`src/rtl/wb_conmax_cfg_loader_pkg.sv`:
```
// Shared connection-matrix definitions: loader state encoding, failure codes and
// register-file address field positions.
package wb_conmax_cfg_loader_pkg;

   typedef enum logic [2:0] {
      ST_IDLE = 3'd0,
      ST_WR   = 3'd1,
      ST_RD   = 3'd2,
      ST_GAP  = 3'd3,
      ST_DONE = 3'd4,
      ST_FAIL = 3'd5
   } cfg_state_e;

   localparam logic [1:0] FC_NONE     = 2'b00;
   localparam logic [1:0] FC_ERR      = 2'b01;
   localparam logic [1:0] FC_RTY      = 2'b10;
   localparam logic [1:0] FC_MISMATCH = 2'b11;

   // Register-file select sits at [aw-5:aw-8]; the conf index at [5:2].
   localparam int RF_SEL_HI_OFS = 5;
   localparam int RF_SEL_W      = 4;
   localparam int RF_IDX_LSB    = 2;
   localparam int RF_IDX_W      = 4;

   function automatic logic [15:0] slot_of(input logic [255:0] v, input logic [3:0] i);
      return v[{i, 4'b0000} +: 16];
   endfunction

endpackage

```
`src/rtl/wb_conmax_cfg_loader.sv`:
```
// Wishbone initiator that writes the 16 conf registers of the connection matrix
// from a parameter table and optionally reads them back to confirm.
module wb_conmax_cfg_loader
   import wb_conmax_cfg_loader_pkg::*;
#(
   parameter logic [3:0]   rf_addr  = 4'hf,
   parameter int           dw       = 32,
   parameter int           aw       = 32,
   parameter int           sw       = dw / 8,
   parameter logic [255:0] init_val = 256'h0,
   parameter int           verify   = 1,
   parameter int           max_rty  = 3
) (
   input  logic          clk_i,
   input  logic          rst_i,
   input  logic          start_i,
   input  logic [dw-1:0] wb_data_i,
   output logic [dw-1:0] wb_data_o,
   output logic [aw-1:0] wb_addr_o,
   output logic [sw-1:0] wb_sel_o,
   output logic          wb_we_o,
   output logic          wb_cyc_o,
   output logic          wb_stb_o,
   input  logic          wb_ack_i,
   input  logic          wb_err_i,
   input  logic          wb_rty_i,
   output logic          busy_o,
   output logic          done_o,
   output logic          fail_o,
   output logic [1:0]    fail_code_o,
   output logic [3:0]    fail_idx_o,
   output cfg_state_e    dbg_state_o
);

   localparam int RW = (max_rty < 1) ? 1 : $clog2(max_rty + 1);

   cfg_state_e    state_q, state_d;
   logic [3:0]    idx_q, idx_d;
   logic [RW-1:0] rty_q, rty_d;
   logic          rd_pass_q, rd_pass_d;
   logic          adv_q, adv_d;
   logic [1:0]    code_q, code_d;
   logic [3:0]    fidx_q, fidx_d;

   logic [dw-1:0] exp_data;
   logic [aw-1:0] acc_addr;

   always_comb begin
      exp_data = '0;
      exp_data[15:0] = slot_of(init_val, idx_q);
      acc_addr = '0;
      acc_addr[aw-RF_SEL_HI_OFS -: RF_SEL_W] = rf_addr;
      acc_addr[RF_IDX_LSB +: RF_IDX_W] = idx_q;
   end

   always_comb begin
      state_d   = state_q;
      idx_d     = idx_q;
      rty_d     = rty_q;
      rd_pass_d = rd_pass_q;
      adv_d     = adv_q;
      code_d    = code_q;
      fidx_d    = fidx_q;
      case (state_q)
         ST_IDLE, ST_DONE, ST_FAIL: begin
            if (start_i) begin
               state_d   = ST_WR;
               idx_d     = '0;
               rty_d     = '0;
               rd_pass_d = 1'b0;
               adv_d     = 1'b0;
               code_d    = FC_NONE;
               fidx_d    = '0;
            end
         end
         ST_WR, ST_RD: begin
            if (wb_err_i) begin
               state_d = ST_FAIL;
               code_d  = FC_ERR;
               fidx_d  = idx_q;
            end else if (wb_rty_i) begin
               if (rty_q == RW'(max_rty)) begin
                  state_d = ST_FAIL;
                  code_d  = FC_RTY;
                  fidx_d  = idx_q;
               end else begin
                  rty_d   = rty_q + RW'(1);
                  adv_d   = 1'b0;
                  state_d = ST_GAP;
               end
            end else if (wb_ack_i) begin
               if (state_q == ST_RD && wb_data_i != exp_data) begin
                  state_d = ST_FAIL;
                  code_d  = FC_MISMATCH;
                  fidx_d  = idx_q;
               end else begin
                  adv_d   = 1'b1;
                  state_d = ST_GAP;
               end
            end
         end
         ST_GAP: begin
            // A non-advancing GAP reissues the same access after a retry.
            state_d = rd_pass_q ? ST_RD : ST_WR;
            if (adv_q) begin
               adv_d = 1'b0;
               rty_d = '0;
               if (idx_q == 4'hf) begin
                  idx_d = '0;
                  if (!rd_pass_q && verify != 0) begin
                     rd_pass_d = 1'b1;
                     state_d   = ST_RD;
                  end else begin
                     state_d = ST_DONE;
                  end
               end else begin
                  idx_d = idx_q + 4'd1;
               end
            end
         end
         default: state_d = ST_IDLE;
      endcase
   end

   always_ff @(posedge clk_i or posedge rst_i) begin
      if (rst_i) begin
         state_q   <= ST_IDLE;
         idx_q     <= '0;
         rty_q     <= '0;
         rd_pass_q <= 1'b0;
         adv_q     <= 1'b0;
         code_q    <= FC_NONE;
         fidx_q    <= '0;
      end else begin
         state_q   <= state_d;
         idx_q     <= idx_d;
         rty_q     <= rty_d;
         rd_pass_q <= rd_pass_d;
         adv_q     <= adv_d;
         code_q    <= code_d;
         fidx_q    <= fidx_d;
      end
   end

   // Bus outputs decode only registered state, so reset clears them at once.
   always_comb begin
      wb_cyc_o  = 1'b0;
      wb_stb_o  = 1'b0;
      wb_we_o   = 1'b0;
      wb_sel_o  = '0;
      wb_addr_o = '0;
      wb_data_o = '0;
      case (state_q)
         ST_WR: begin
            wb_cyc_o  = 1'b1;
            wb_stb_o  = 1'b1;
            wb_we_o   = 1'b1;
            wb_sel_o  = '1;
            wb_addr_o = acc_addr;
            wb_data_o = exp_data;
         end
         ST_RD: begin
            wb_cyc_o  = 1'b1;
            wb_stb_o  = 1'b1;
            wb_sel_o  = '1;
            wb_addr_o = acc_addr;
         end
         default: ;
      endcase
   end

   assign busy_o      = (state_q == ST_WR) || (state_q == ST_RD) || (state_q == ST_GAP);
   assign done_o      = (state_q == ST_DONE);
   assign fail_o      = (state_q == ST_FAIL);
   assign fail_code_o = code_q;
   assign fail_idx_o  = fidx_q;
   assign dbg_state_o = state_q;

endmodule

```
`config.mk`:
```
export PLATFORM = sky130hd
export DESIGN_NAME = wb_conmax_cfg_loader
export DESIGN_NICKNAME = d
export VERILOG_FILES = /design/src/rtl/wb_conmax_cfg_loader_pkg.sv /design/src/rtl/wb_conmax_cfg_loader.sv
export SDC_FILE = /design/constraint.sdc
export NUM_CORES = 1
export LEC_CHECK = 0
export ABC_AREA = 1
export BUFFER_PORTS_ARGS = -buffer_cell sky130_fd_sc_hd__buf_2
export CORE_MARGIN = 2
export CORE_UTILIZATION = 37
export CTS_CLUSTER_SIZE = 25
export DETAILED_ROUTE_END_ITERATION = 16
export PLACE_DENSITY = 0.77
export SKIP_LAST_GASP = 1
export SLEW_MARGIN = 20
export SYNTH_ARGS = -nofsm -noshare
export SYNTH_HDL_FRONTEND = slang
export SYNTH_SLANG_ARGS = --single-unit
```
`constraint.sdc`:
```
create_clock -name clk_i -period 1.8 [get_ports clk_i]
set_clock_uncertainty 0.15 [all_clocks]
set_input_delay 0.18 -clock clk_i [delete_from_list [all_inputs] [get_ports clk_i]]
set_output_delay 0.18 -clock clk_i [all_outputs]
set_load 0.005 [all_outputs]
```
=== Word-level counts from Yosys, hierarchy flattened ===
Index checks and enable logic that the tools add are counted.

* Register bits: 17
* Input bits: 38
* Output and inout bits: 83
* Word-level logic and storage cells: 93

* $add $sub $neg: 2
* Equality and inequality tests: 20
* Shift operators: 1
* Muxes and demuxes: 48
* Reduce and logical (&&, ||, !) cells: 15

{| class="wikitable"
|+ Operators with widths
! kind !! number
|-
| indexed part select 256 x 9 -> 16 bit (first input constant) || 1
|-
| 2-to-1 mux 4 bit || 9
|-
| != test 32 x 16 -> 1 bit || 1
|-
| 2-to-1 mux 28 bit || 1
|-
| 2-to-1 mux 3 bit || 9
|-
| 2-to-1 mux 2 bit || 11
|-
| 2-to-1 mux 16 bit || 1
|-
| case mux 4 bit (2 select lines) || 2
|-
| AND reduction 6 bit || 2
|-
| 2-to-1 mux 1 bit || 10
|-
| != test 2 bit (second input constant) || 5
|-
| case mux 3 bit (3 select lines) || 1
|-
| != test 4 x 1 -> 1 bit (second input constant) || 2
|-
| == test 3 x 2 -> 1 bit (second input constant) || 2
|-
| == test 3 bit (second input constant) || 2
|-
| != test 3 bit (second input constant) || 2
|-
| case mux 2 bit (3 select lines) || 1
|-
| AND reduction 5 bit || 1
|-
| adder 4 x 1 -> 4 bit (second input constant) || 1
|-
| == test 4 bit (second input constant) || 1
|-
| != test 4 x 3 -> 1 bit (second input constant) || 1
|-
| case mux 2 bit (2 select lines) || 1
|-
| AND reduction 4 bit || 1
|-
| nonzero test 2 bit || 2
|-
| 15 further kinds || 16
|}

=== Longest topological paths before layout ===
Gate-level depths: netlist of the first run.

* Depth after elaboration: 8
* Gate-level depth with buffers: 12
* Gate-level depth less buffers: 12

=== Worst setup path after synthesis of the first run ===
No wires, ideal clock.

* Path type: reg2reg
* Start: register idx_q[0]
* End: register state_q[1], in the netlist dbg_state_o[1]
* Setup time: 0.116 ns
* Arrival: 1.457 ns
* Data required time: 1.534 ns
* Path slack: 0.076 ns
* Cell stages (with the launch flop): 10
* Buffers on the path: 0
* Period minus slack after synthesis: 1.724 ns
* Cell sequence: dfrtp_1 -> ha_1 -> inv_1 -> nor3_1 -> inv_1 -> ha_1 -> o211ai_1 -> nand2_1 -> nand2_1 -> nand2_1

* Cells in the longest elaborated chain, start to end: 8
* Elaborated cells on any way between the ends: 11
* Those cells by class: 2 x eq/ne; 1 x shift; 7 x mux; 1 x reduce/logical

{| class="wikitable"
|+ RTL lines
! what !! line !! source
|-
| start, declared || wb_conmax_cfg_loader.sv:38 || <nowiki>logic [3:0] idx_q, idx_d;</nowiki>
|-
| start signal, assigned || wb_conmax_cfg_loader.sv:136 || <nowiki>idx_q <= idx_d;</nowiki>
|-
| indexed part select 256 x 9 -> 16 bit || wb_conmax_cfg_loader_pkg.sv:26 || <nowiki>return v[{i, 4'b0000} +: 16];</nowiki>
|-
| != test 32 x 16 -> 1 bit || wb_conmax_cfg_loader.sv:92 || <nowiki>if (state_q == ST_RD && wb_data_i != exp_data) begin</nowiki>
|-
| logical AND 1 bit || wb_conmax_cfg_loader.sv:92 ||
|-
| 2-to-1 mux 3 bit || wb_conmax_cfg_loader.sv:92 ||
|-
| 2-to-1 mux 3 bit || wb_conmax_cfg_loader.sv:91 || <nowiki>end else if (wb_ack_i) begin</nowiki>
|-
| 2-to-1 mux 3 bit || wb_conmax_cfg_loader.sv:81 || <nowiki>end else if (wb_rty_i) begin</nowiki>
|-
| 2-to-1 mux 3 bit || wb_conmax_cfg_loader.sv:77 || <nowiki>if (wb_err_i) begin</nowiki>
|-
| case mux 3 bit (3 select lines) (*) || wb_conmax_cfg_loader.sv:64 || <nowiki>case (state_q)</nowiki>
|-
| end signal, assigned || wb_conmax_cfg_loader.sv:135 || <nowiki>state_q <= state_d;</nowiki>
|-
| end, declared || wb_conmax_cfg_loader.sv:37 || <nowiki>cfg_state_e state_q, state_d;</nowiki>
|}

Every way passes the cells marked *; elsewhere a longest branch is shown, timed or not. The select of a mux whose other input is x is not followed.
A chain may end at the register's enable or synchronous reset.

=== Worst setup path after layout of the first run ===
* Start: register idx_q[1]
* End: register state_q[1], in the netlist dbg_state_o[1]

The elaborated chain is that of the path after synthesis.

==> results of run 1 <==
-- through the flow --
step	area (um^2)	power (mW)	cells
3_5_place_dp	1800	2.00	343
6_report	1940	2.43	354
3_3_place_gp	1800	1.98	343
5_1_grt	1940	2.66	354
2_1_floorplan	1870	1.79	288
4_1_cts	1860	2.29	348
-- worst max-delay path: stages (launching register included) --
cell and delay, ps:
dfrtp_1 380, ha_2 210, inv_2 50, nor3_2 140
inv_1 80, ha_1 270, o211ai_1 160, nand2_1 70
nand2_1 70, nand2_1 50
-- sequential cells by signal (all words and copies together) (netlist names) --
| name | cells |
|---|---|
| idx_q | 4 |
| rty_q | 2 |
| adv_q | 1 |
| fail_code_o | 2 |
| fail_idx_o | 4 |
| dbg_state_o | 3 |
| rd_pass_q | 1 |
-- power groups by stage --
stage / sequential (mW) / combinational [mW] / clock [mW]
3_5_place_dp: 0.560 / 1.44 / 0
5_1_grt: 0.569 / 1.79 / 0.306
6_report: 0.555 / 1.59 / 0.285
4_1_cts: 0.553 / 1.45 / 0.291
2_1_floorplan: 0.567 / 1.22 / 0
3_3_place_gp: 0.556 / 1.42 / 0
-- worst max-delay path by stage --
| stage | start | end | depth (start not counted) |
|---|---|---|---|
| after floorplan | idx_q[0]$_DFFE_PP0P_ | dbg_state_o[1]$_DFFE_PP0P_ | 9 |
| after global placement | idx_q[0]$_DFFE_PP0P_ | dbg_state_o[1]$_DFFE_PP0P_ | 9 |
| after detailed placement | idx_q[1]$_DFFE_PP0P_ | dbg_state_o[1]$_DFFE_PP0P_ | 9 |
| after CTS | dbg_state_o[1]$_DFFE_PP0P_ | wb_addr_o[4] | 6 |
| after global routing | idx_q[1]$_DFFE_PP0P_ | dbg_state_o[1]$_DFFE_PP0P_ | 9 |
| final | idx_q[1]$_DFFE_PP0P_ | dbg_state_o[1]$_DFFE_PP0P_ | 9 |
-- cell type report --
cell class                 count  area, um^2  area share (%)
inverter                      21        83.8            4.32
clock buffer                   3        41.3            2.13
sequential                    17         425            21.9
multi-input combinational    185         913            47.1
timing repair buffer          75         405            20.9
clock inverter                 1        5.00           0.258
tap                           52        65.1            3.35
-- metal layers --
layer  up-vias  GRT usage [%]  wire length [um]
met5         -              0                 0
met4         0           5.45                59
met3         6           1.28               148
met2        50           25.2              1800
met1       626           14.5              1330
li1        747              -                 -
-- synth_stat cells --
library cell / number
o21ai_0: 7
nand2_4: 3
nor2_4: 3
buf_4: 65
a21oi_1: 7
nand3_1: 11
o21ai_1: 3
nor2_1: 32
o21a_1: 1
nand3_2: 1
o211ai_1: 1
ha_1: 4
nor4_1: 1
nor2_2: 1
inv_2: 5
nand2_2: 5
inv_1: 15
inv_4: 1
nor3_1: 6
nor2_8: 1
o22ai_2: 1
nand2_1: 39
dfrtp_1: 17
o22ai_1: 1
conb_1: 1
nand4_1: 1
-- cell usage in the layout, fill, tap and decap left out, types with 6 or more instances in the layout --
master / instances
nand3_1: 11
a21oi_1: 6
conb_1: 56
nand2_1: 39
buf_2: 64
inv_1: 14
dfrtp_1: 17
nor2_1: 28
buf_4: 10
-- cell families after synthesis --
family	after synthesis	synth area share (%)
AOI/OAI and AO/OA	21	7.13
adders and majority gates	4	3.00
buffers and inverters	86	34.2
DFF	17	25.5
other	1	0.225
and+or+nand+nor	104	30.0
-- timing repair --
action | CTS | global route
gates resized for setup | 1 | 13
endpoints found under the hold margin | 17 | 0
setup buffers | 0 | 6
endpoints found under the setup margin | 1 | 14
hold buffers | 1 | 0
pin swaps | 0 | 6
==> results.yml, run 1 <==
hold_path:
  worst_hold_path.num_cells: 4
  min-delay-start: "wb_err_i"
  worst_hold_path_type: "in -> reg"
  whs_endpoint: "fail_code_o[1]$_DFFE_PP0P_"
synthesis:
  synthDistinctLibCells: 26
  synth.ff_latch_count: 17
  post_synth.cell_area_avg_um2: 7.15
  synth.top_cell.area_share_pct: 29.3
  synth_cells: 233
  ys_seq_area_share_pct: 25.5
  syn_std_cell_area_um2: 1670
  synth.top_cells.by_area: "buf_4, dfrtp_1, nand2_1, nor2_1, inv_1"
  synth_top_area_cell: "buf_4"
  synth-warning-count: 0
routing:
  drc: 0
  avgViaCountPerCell: 4.04
  vias_after_detailed_routing: 1429
  avgRoutedWirePerCell_um: 9.42
  totalWireLength_mm: 3.34
  drt_first_iter_violations: 64
  drt_pre_antenna_iters: 4
  postRouteAntennaNets: 0
worst_setup_path:
  crit_path_end_kind: "flip-flop"
  reg2reg_depth: 9
  regToRegSetupSlack_ps: 60
  critPathArrivalTime_ps: 1730
  r2r_end: "dbg_state_o[1]$_DFFE_PP0P_"
  rr_startpoint: "idx_q[1]$_DFFE_PP0P_"
  worstSetupPathType: "reg -> reg"
  worst_setup_path_start_kind: "flip-flop"
  critical_path_peak_fanout: 3
  required_arrival_time_at_the_worst_endpoint_ps: 1790
layout:
  drive_above_1_share_pct: 35.8
  diodes: 0
  area_growth_syn_to_layout_pct: 16.4
  count_of_nets_after_finishing: 345
  fillerInstances: 448
  layout.core_utilization_pct: 44.5
die:
  fp.dieArea_um2: 5060
  num_io_pins: 121
  die_w_um: 71.1
  std_cell_rows: 24
  coreArea_um2: 4350
  chipHeight_um: 71.1
  initial_core_util_pct: 38.3
placed_design:
  port_buffers: 64
  post-place-ws_ps: -12.3
  detailed_place_hpwl_mm: 2.76
  place_congestion: 0.831
power_and_ir_drop:
  pwr_density_cell_nw_per_um2: 1250
  clockPowerShare_pct: 11.7
  power_leakage_nw: 1.13
  power.net_switching_mw: 1.15
  seqPwrFrac_pct: 22.9
  share_comb_of_total_power_pct: 65.4
  vdd_ir_drop_max_mv: 0.412
  intPower_mw: 1.28
  power.switching_fraction_pct: 47.5
clock_tree:
  cts_made_buffers: 3
  htreeDepth: 1
  path_clk_slew_ps: 60
  cts.root.buffer_cell: "clkbuf_8"
  clock_path_buffers: 2
  tritoncts_clock_tree: "done"
  clock_sinks: 17
  clock_insertion_delay_worst_skew_ps: 250
sta:
  setup_tns_ps: 0
  transition_time_at_the_pin_with_the_least_slew_margin_ps: 638
  setup_ws_ps: 60.3
  slew_violations: 0
  maxClockFrequency_ghz: 0.575
  final_hold_viols: 0
  post-route-period-util_pct: 96.7
  finalSetupViolCount: 0
  setup_repair_after_global_routing_missed_its_margin: "true"
  slew-limit-headroom_pct: 57.4
  period_needed_ps: 1740
  final.hold.worst_slack_ps: 118
global_routing:
  grt_residual_overflow: 0
  grt_max_degree: 18
  grt_antenna_before_repair: 0
  number_of_global_route_vias_before_repair: 1359
  global_route_wire_length_before_repair_mm: 5.51
  grt_use_total_pct: 13.1
status:
  run_status: "complete, no violations"
run:
  max_cap_viol_count: 0
No activity file was read; power rests on OpenSTA's default activity.
==> run 2: changes to the inputs <==
clock period = 1.5 ns   (was 1.8 ns; I/O delays follow)
==> results.yml, run 2 (same netlist as run 1, synthesis figures left out) <==
status:
  run_status: "finished, violations left"
  failing_checks: "negative setup slack"
layout:
  count_of_nets_after_finishing: 374
  area_growth_syn_to_layout_pct: 38.4
  most_frequent_cells_in_the_layout: "buf_2, conb_1, nand2_1"
  mostFrequentLayoutCell: "buf_2"
  diodes: 0
  final_design_area_no_fill_um2: 2310
  drive_above_1_share_pct: 46.2
  final_cells: 383
die:
  num_io_pins: 121
  initial_core_util_pct: 38.3
  fp.dieArea_um2: 5060
  std_cell_rows: 24
  chipHeight_um: 71.1
  coreArea_um2: 4350
  die_w_um: 71.1
global_routing:
  grt_max_degree: 10
  grt_residual_overflow: 0
  grt_antenna_before_repair: 0
  number_of_global_route_vias_before_repair: 1526
  grt_use_total_pct: 15.2
  global_route_wire_length_before_repair_mm: 6.32
clock_tree:
  tritoncts_clock_tree: "done"
  htreeDepth: 1
  clock_sinks: 17
  clock_insertion_delay_worst_skew_ps: 250
  cts.root.buffer_cell: "clkbuf_8"
  cts_made_buffers: 3
  clock_path_buffers: 2
  path_clk_slew_ps: 60
power_and_ir_drop:
  power.net_switching_mw: 1.75
  vdd_ir_drop_max_mv: 0.555
  clockPowerShare_pct: 8.9
  share_comb_of_total_power_pct: 73.9
  power.switching_fraction_pct: 45.1
  intPower_mw: 2.13
  seqPwrFrac_pct: 17.2
  power_leakage_nw: 1.31
  pwr_density_cell_nw_per_um2: 1680
sta:
  final_hold_viols: 0
  period_needed_ps: 1700
  slew_violations: 0
  finalSetupViolCount: 33
  maxClockFrequency_ghz: 0.587
  setup_repair_after_global_routing_missed_its_margin: "true"
  post-route-period-util_pct: 114
  setup_ws_ps: -203
routing:
  postRouteAntennaNets: 0
  totalWireLength_mm: 4.11
  drt_pre_antenna_iters: 4
  drt_first_iter_violations: 58
  vias_after_detailed_routing: 1652
  avgRoutedWirePerCell_um: 10.7
  drc: 0
  avgViaCountPerCell: 4.31
worst_setup_path:
  crit_path_end_kind: "output port"
  worstSetupEndpoint: "wb_addr_o[4]"
  worstSetupPathType: "reg -> out"
  critPathArrivalTime_ps: 1400
  cpMaxStageDelayCell: "dfrtp_1"
  critical_path_peak_fanout: 6
  regToRegSetupSlack_ps: -190
  rr_startpoint: "idx_q[0]$_DFFE_PP0P_"
  required_arrival_time_at_the_worst_endpoint_ps: 1200
  reg2reg_depth: 9
  worst_setup_path_start_kind: "flip-flop"
  critPathLaunch: "dbg_state_o[1]$_DFFE_PP0P_"
  cell_chain_critical_path: "nand2_2 > inv_4 > nor2_8 > inv_8 > nor2_4 > buf_2"
  r2r_end: "dbg_state_o[1]$_DFFE_PP0P_"
  crit_path_max_incr_delay_ps: 420
placed_design:
  port_buffers: 64
  placed_cell_area_um2: 1980
  place_congestion: 0.803
  detailed_place_hpwl_mm: 2.99
  place_inst: 364
hold_path:
  worst_hold_path_type: "in -> reg"
run:
  max_cap_viol_count: 0
run 2: cell types whose count changed in the layout (fill, tap and decap cells not counted), moves of 3 or more:
cell / before / now
buf_4: 10 / 33
buf_6: 0 / 10
nor2_4: 5 / 8
nor3_2: 1 / 4
o21ai_0: 5 / 2
buf_2: 64 / 60
nor2_1: 28 / 25
nor3_1: 5 / 1
run 2: per-stage QoR:
| stage | hold slack, ps | worst slack [ps] | power [mW] | TNS, ps | util, % |
|---|---|---|---|---|---|
| floorplan | -74.0 | -134 | 2.18 | -1000 | - |
| global placement | -34.2 | -200 | 2.68 | -1880 | 45.4 |
| detailed placement | -27.8 | -209 | 2.73 | -2260 | 45.4 |
| CTS | 78.4 | -191 | 3.63 | -4440 | 50.5 |
| global route | 97.1 | -299 | 4.16 | -8230 | 53.0 |
| finish | 89.1 | -203 | 3.89 | -5320 | 53.0 |
run 2: how the worst min path moves through the flow:
| stage | from | endpoint | slack (ps) | cells past startpoint |
|---|---|---|---|---|
| final | wb_err_i | fail_code_o[1]$_DFFE_PP0P_ | 90 | 4 |
| after global routing | wb_err_i | fail_code_o[1]$_DFFE_PP0P_ | 100 | 4 |
| after CTS | wb_err_i | fail_code_o[1]$_DFFE_PP0P_ | 80 | 4 |
| after detailed placement | rst_i | fail_idx_o[3]$_DFFE_PP0P_ | -30 | 2 |
| after global placement | rst_i | fail_idx_o[3]$_DFFE_PP0P_ | -30 | 2 |
| after floorplan | rst_i | adv_q$_DFFE_PP0P_ | -70 | 1 |
run 2: critical path: cells and delay by family, from the launching register on:
family        cells  cell delay, ps
simple gates      3             450
buf+inv           3             260
flops             1             420
run 2: power by group through the flow:
stage               clock network [mW]  registers [mW]  logic (mW)
floorplan                            0           0.685        1.50
global placement                     0           0.668        2.02
detailed placement                   0           0.670        2.06
CTS                              0.352           0.660        2.62
global route                     0.371           0.686        3.10
finish                           0.345           0.669        2.87
run 2: per-layer routing:
metal | track usage (%) | share of wire (%) | up-vias
li1 | - | - | 808
met1 | 16.3 | 37 | 772
met2 | 30.4 | 57 | 61
met3 | 1.71 | 4.2 | 11
met4 | 4.61 | 1.7 | 0
met5 | 0 | 0 | -
run 2: layout make-up:
cell class              instances  area (um^2)
fillers                       394         2050
multi-input cells             185         1010
repair buffers                104          671
flip-flops and latches         17          428
inverters                      21         91.3
well taps                      52         65.1
clock buffers                   4         45.0
run 2: what timing repair did:
action                                 4_1_cts  5_1_grt
setup endpoints to repair                   31       35
gates resized for setup                     35       13
cloned                                       1        0
endpoints found under the hold margin        8        0
pin swaps                                    5        4
hold buffers                                 1        0
buffers inserted                             6        7
